File: src/rtl/line_buf_reader_if.sv
// RAM read port and byte stream of the line buffer reader.
// The master side is the reader; the slave side is the RAM plus downstream stage.
interface line_buf_reader_if #(
  parameter int unsigned ADDR_W = 9,
  parameter int unsigned DATA_W = 8
);
  logic              ram_re;
  logic [ADDR_W-1:0] ram_raddr;
  logic [DATA_W-1:0] ram_rdata;
  logic [DATA_W-1:0] m_data;
  logic              m_valid;
  logic              m_ready;
  logic              m_last;

  modport master (
    output ram_re, ram_raddr, m_data, m_valid, m_last,
    input  ram_rdata, m_ready
  );

  modport slave (
    input  ram_re, ram_raddr, m_data, m_valid, m_last,
    output ram_rdata, m_ready
  );
endinterface

File: src/rtl/line_buf_reader.sv
// Line buffer read controller: fetches line_len bytes from base_addr (with wrap) and streams
// them out. A 2-entry skid FIFO plus the arriving RAM word cover the 1-cycle read latency.
module line_buf_reader #(
  parameter int unsigned ADDR_W = 9,
  parameter int unsigned DATA_W = 8
) (
  input  logic                 clk,
  input  logic                 rst,
  input  logic                 start,
  input  logic [ADDR_W-1:0]    base_addr,
  input  logic [ADDR_W:0]      line_len,
  output logic                 busy,
  output logic                 done,
  line_buf_reader_if.master    bus
);

  typedef enum logic [1:0] {StIdle, StRead, StDrain} state_e;

  localparam logic [ADDR_W:0] One = {{ADDR_W{1'b0}}, 1'b1};

  state_e                   state_q, state_d;
  logic [ADDR_W-1:0]        addr_q, addr_d;
  logic [ADDR_W:0]          rem_q, rem_d;
  logic [ADDR_W:0]          len_q, len_d;
  logic [ADDR_W:0]          beat_q, beat_d;
  logic [1:0]               cnt_q, cnt_d, cnt_mid;
  logic                     inflight_q, inflight_d;
  logic                     done_q, done_d;
  logic [1:0][DATA_W-1:0]   mem_q, mem_d;

  logic                     valid, pop, issue, pop_fifo, push;
  logic [DATA_W-1:0]        head;

  // The word returning from the RAM counts as an entry in the cycle it appears.
  assign valid = (cnt_q != 2'd0) | inflight_q;
  assign head  = (cnt_q != 2'd0) ? mem_q[0] : bus.ram_rdata;
  assign pop   = valid & bus.m_ready;
  assign issue = (state_q == StRead) &&
                 (({1'b0, cnt_q} + {2'b00, inflight_q}) < (3'd2 + {2'b00, pop}));

  assign pop_fifo = pop & (cnt_q != 2'd0);
  assign push     = inflight_q & ~(pop & (cnt_q == 2'd0));

  assign bus.m_valid   = valid;
  assign bus.m_data    = valid ? head : '0;
  assign bus.m_last    = valid & (beat_q == (len_q - One));
  assign bus.ram_re    = issue;
  assign bus.ram_raddr = addr_q;
  assign busy          = (state_q != StIdle);
  assign done          = done_q;

  always_comb begin
    mem_d   = mem_q;
    cnt_mid = cnt_q;
    if (pop_fifo) begin
      mem_d[0] = mem_q[1];
      cnt_mid  = cnt_q - 2'd1;
    end
    if (push) begin
      mem_d[cnt_mid[0]] = bus.ram_rdata;
    end
    cnt_d = cnt_mid + {1'b0, push};
  end

  always_comb begin
    state_d    = state_q;
    addr_d     = addr_q;
    rem_d      = rem_q;
    len_d      = len_q;
    beat_d     = beat_q + {{ADDR_W{1'b0}}, pop};
    inflight_d = issue;
    done_d     = 1'b0;

    if (issue) begin
      addr_d = addr_q + 1'b1;
      rem_d  = rem_q - One;
    end

    unique case (state_q)
      StIdle: begin
        if (start) begin
          if (line_len == '0) begin
            done_d = 1'b1;
          end else begin
            addr_d  = base_addr;
            rem_d   = line_len;
            len_d   = line_len;
            beat_d  = '0;
            state_d = StRead;
          end
        end
      end
      StRead: begin
        if (issue && (rem_q == One)) state_d = StDrain;
      end
      StDrain: begin
        // Finish as soon as the last beat is handshaken so done lands on the following cycle.
        if (cnt_d == 2'd0) begin
          done_d  = 1'b1;
          state_d = StIdle;
        end
      end
      default: state_d = StIdle;
    endcase
  end

  always_ff @(posedge clk) begin
    if (rst) begin
      state_q    <= StIdle;
      addr_q     <= '0;
      rem_q      <= '0;
      len_q      <= '0;
      beat_q     <= '0;
      cnt_q      <= 2'd0;
      inflight_q <= 1'b0;
      done_q     <= 1'b0;
      mem_q      <= '0;
    end else begin
      state_q    <= state_d;
      addr_q     <= addr_d;
      rem_q      <= rem_d;
      len_q      <= len_d;
      beat_q     <= beat_d;
      cnt_q      <= cnt_d;
      inflight_q <= inflight_d;
      done_q     <= done_d;
      mem_q      <= mem_d;
    end
  end

endmodule

File: src/flat_wrapper.sv
// flat-port wrapper written by rule: the top's interface ports become plain ports
module line_buf_reader_flat 
#(
  parameter int unsigned ADDR_W = 9,
  parameter int unsigned DATA_W = 8
)
  (clk, rst, start, base_addr, line_len, busy, done, bus_ram_re, bus_ram_raddr, bus_m_data, bus_m_valid, bus_m_last, bus_ram_rdata, bus_m_ready);
  line_buf_reader_if #(.ADDR_W(ADDR_W), .DATA_W(DATA_W)) bus_i ();
  input  logic clk;
  input  logic rst;
  input  logic start;
  input  logic [ADDR_W-1:0] base_addr;
  input  logic [ADDR_W:0] line_len;
  output logic busy;
  output logic done;
  output wire logic [$bits(bus_i.ram_re)-1:0] bus_ram_re;
  output wire logic [$bits(bus_i.ram_raddr)-1:0] bus_ram_raddr;
  output wire logic [$bits(bus_i.m_data)-1:0] bus_m_data;
  output wire logic [$bits(bus_i.m_valid)-1:0] bus_m_valid;
  output wire logic [$bits(bus_i.m_last)-1:0] bus_m_last;
  input wire logic [$bits(bus_i.ram_rdata)-1:0] bus_ram_rdata;
  input wire logic [$bits(bus_i.m_ready)-1:0] bus_m_ready;
  assign bus_ram_re = bus_i.ram_re;
  assign bus_ram_raddr = bus_i.ram_raddr;
  assign bus_m_data = bus_i.m_data;
  assign bus_m_valid = bus_i.m_valid;
  assign bus_m_last = bus_i.m_last;
  assign bus_i.ram_rdata = bus_ram_rdata;
  assign bus_i.m_ready = bus_m_ready;
  line_buf_reader #(.ADDR_W(ADDR_W), .DATA_W(DATA_W)) u_core (.clk(clk), .rst(rst), .start(start), .base_addr(base_addr), .line_len(line_len), .busy(busy), .done(done), .bus(bus_i));
endmodule
File: config.mk
export PLATFORM = sky130hd
export DESIGN_NAME = line_buf_reader_flat
export DESIGN_NICKNAME = d
export VERILOG_FILES = /design/src/rtl/line_buf_reader_if.sv /design/src/rtl/line_buf_reader.sv /design/src/flat_wrapper.sv
export SDC_FILE = /design/constraint.sdc
export NUM_CORES = 1
export LEC_CHECK = 0
export ABC_AREA = 1
export CAP_MARGIN = 25
export CORE_ASPECT_RATIO = 0.9
export CORE_MARGIN = 2
export CORE_UTILIZATION = 40
export CTS_CLUSTER_DIAMETER = 200
export DETAILED_ROUTE_END_ITERATION = 10
export PLACE_DENSITY = 0.65
export SLEW_MARGIN = 10
export SYNTH_ARGS = -nofsm -noshare
export SYNTH_HDL_FRONTEND = slang
export SYNTH_SLANG_ARGS = --single-unit
File: constraint.sdc
create_clock -name clk -period 6.6 [get_ports clk]
set_input_delay 0.99 -clock clk [delete_from_list [all_inputs] [get_ports clk]]
set_output_delay 0.99 -clock clk [all_outputs]
set_load 0.01 [all_outputs]
==> metrics.md <==
| Metric | Value |
|---|---|
| Outcome | completed |
| Worst slew pin tran | ~0.84 ns |
| Syn Std Cell Area | between 3000 and 4000 sq um |
| Yosys warns | 0 |
| Unrepaired setup endpoints after global routing | no |
| Initial antenna violation count | 0 |
| Layout Cells excl Fill | 711 |
| Fin nets | 626 |
| Hold depth | 2 |
| Layout cells sized above 1 | 0.0815 |
| Crit Path Category | in2out |
| Number of cells after detailed placement | 697 |
| Vias in the first global route | 3184 |
| Crit-path max cell delay | 0.75 ns |
| Clock root buffer | clkbuf_8 |
| Max-slew headroom | 0.440 |
| Sequential area share after synthesis | 0.331 |
| Hold buffer count at CTS | 0 |
| Final setup viols | 0 |
| Min Clock Period, post-route | 4.02 ns |
| Final hold vios | 0 |
| CP Buf/Inv Count | 3 |
| Clk Latency, worst-skew pair | 0.34 ns |
| Min-Delay Endpoint | u_core.mem_q[14] |
| Commonest non-fill, non-tap cell in the layout | nand2_1 |
| Port bufs | 52 |
| Fin crit share | 0.609 |
| Top cell family by delay on the critical path | buffers and inverters |
| Die Ht | 95.1 um |
| Most area-hungry cell type in the Yosys netlist | dfxtp_1 |
| Initial DRT Pass Iterations | 5 |
| Top post-synthesis cells by area | dfxtp_1, nand2_1, nand3_1 |
| IO Count | 53 |
| Reg2reg path depth | 11 |
| Most frequent cells in the layout | nand2_1, inv_1, dfxtp_1 |
| Reg2Reg Setup Slack | 3.59 ns |
| Avg Vias per Cell | 4.85 |
| Power density over the cells | 285 nW/um^2 |
| Htree depth | 3 |
| GR Overflow Total | 0 |
| Vias | approximately 3400 |
| Largest net degree at the start of global routing | 29 |
| WP data required | 5.61 ns |
| Utilization after layout | 0.486 |
| DRC violations left | 0 |
| Area growth syn-to-layout | 19.3% |
| Achievable Freq | 0.249 GHz |
| Worst hold start | u_core.mem_q[14] |
| Die area | about 10000 sq um |
| CP max stage cell | clkdlybuf4s50_1 |
| Yosys top cell area share | 0.331 |
| Reg2reg end | u_core.state_q[1] |
| CTS clk-pin slew, worst paths | 0.07 ns |
| Worst setup SP type | primary input |
| DRT iter0 DRCs | 132 |
| DRT Wirelength | around 8.6 mm |
| Worst min path class | reg2reg |
| Wirelength per Cell | 12.1 um |
| CTS tree | built |
| Slew Viols, Final | 0 |
| Core area | 9040 sq um |
| Fillers | 930 |
| Post-route ant nets | 0 |
| Maximum clock path buffer count | 2 |
| CP arrival | 3.03 ns |
| Crit end category | output pin |
| Post-CTS setup repair buffer count | 0 |
| Dominant synthesized flop cell | dfxtp_1 |
| Mapped Nets | 580 |
| EDFF count, synth | 0 |
| Synthesized instance count | 540 |
| Global-route wire length before repair | 14.5 mm |
| Die Wd | 105 um |
| # diodes | 0 |
| VDD IR-drop max | 155 uV |
| Max Cap Viol | 0 |
| Initial Util | 0.407 |
| Syn_area_per_cell | 6.82 sq um |
| Gpl congestion | 0.855 |
| HPWL Detailed | 6.36 mm |
| Worst clock skew | 0.00701 ns |
| CTS sink count | 61 |
| Yosys reg bits | 61 |
| Distinct cells, synth | 37 |
| GRT Total Usage | 0.181 |
| Post-synthesis async set-or-reset flop share | 0 |
| CP cell instances | clkdlybuf4s50_1 > nand3_4 > nand2_4 > nand3_4 > inv_4 > clkdlybuf4s50_1 |
| Total power | 1250 uW |
| CP max FO | 21 |
| Post-cts resize count | 0 |
| Setup TNS | 0 ns |
| Leak | about 0.0020 uW |
| FP Rows | 33 |
| RR Startpoint | u_core.cnt_q[0] |
| Inserted Clock Buffers | 9 |
[per-stage QoR]
step	setup WS, ns	cell area [sq um]	hold slack, ns
4_1_cts	2.56	4400	0.462
6_report	2.58	4400	0.457
3_3_place_gp	2.60	4200	0.443
3_5_place_dp	2.57	4230	0.449
2_1_floorplan	4.01	3680	0.429
5_1_grt	2.43	4400	0.479
[worst register-to-register path: stages (launching register included)]
cell      delay [ns]
dfxtp_1         0.31
inv_1           0.16
ha_1            0.75
inv_4           0.10
nand2_4         0.22
xor2_4          0.21
ha_1            0.34
clkinv_1        0.32
xor2_2          0.27
nand2_1         0.07
nand3_1         0.06
o21ai_1         0.07
[cells by family after synthesis]
kind of cell | Yosys count | synth area share
AO/OA/AOI/OAI | 77 | 0.113
AND/OR/NAND/NOR | 283 | 0.356
XOR/XNOR | 17 | 0.0475
adder cells (fa/ha/maj) | 9 | 0.0306
buffers and inverters | 93 | 0.122
flip-flops | 61 | 0.331
[Yosys cell counts (all sizes together) (2+ instances only)]
cell / instances
a21oi: 29
buf: 15
clkbuf: 3
dfxtp: 61
ha: 9
inv: 74
nand2: 142
nand3: 61
nand4: 4
nor2: 67
nor3: 5
nor3b: 2
o21ai: 45
or2: 2
xnor2: 7
xor2: 10
[final cells by class]
cell class                      count  area, sq um  share of cell area
Tap cell                          122          153              0.0347
Multi-Input combinational cell    386         2010               0.458
Sequential cell                    61         1220               0.278
Clock inverter                      2         10.0             0.00228
Clock buffer                       12          155              0.0353
Inverter                           75          294              0.0669
Timing Repair Buffer               53          548               0.125
[power breakdown]
part           switching, uW  leakage [uW]  internal [uW]
logic                    291       0.00136            224
registers               34.5      0.000499            408
clock network            141     0.0000881            151
[worst max-delay path by stage]
| stage | end | cells past startpoint | slack [ns] | startpoint |
|---|---|---|---|---|
| 6_report | bus_ram_re | 6 | 2.58 | bus_m_ready |
| 5_1_grt | bus_ram_re | 6 | 2.43 | bus_m_ready |
| 4_1_cts | bus_ram_re | 6 | 2.56 | bus_m_ready |
| 3_5_place_dp | bus_ram_re | 6 | 2.57 | bus_m_ready |
| 3_3_place_gp | bus_ram_re | 6 | 2.60 | bus_m_ready |
| 2_1_floorplan | bus_ram_re | 6 | 4.01 | bus_m_ready |
[routing by layer]
metal	vias up	routed length, um	GRT usage
li1	1801	-	-
met1	1571	3960	0.220
met2	67	4170	0.315
met3	9	369	0.0472
met4	0	81	0.0622
met5	-	0	0
[registers in the layout, indices dropped and copies added (netlist names)]
signal	cells
u_core.beat_q	10
u_core.bus.ram_raddr	9
u_core.cnt_q	2
u_core.done	1
u_core.inflight_q	1
u_core.len_q	10
u_core.mem_q	16
u_core.rem_q	10
u_core.state_q	2
Note: power is estimated with default switching activity, not from simulation.
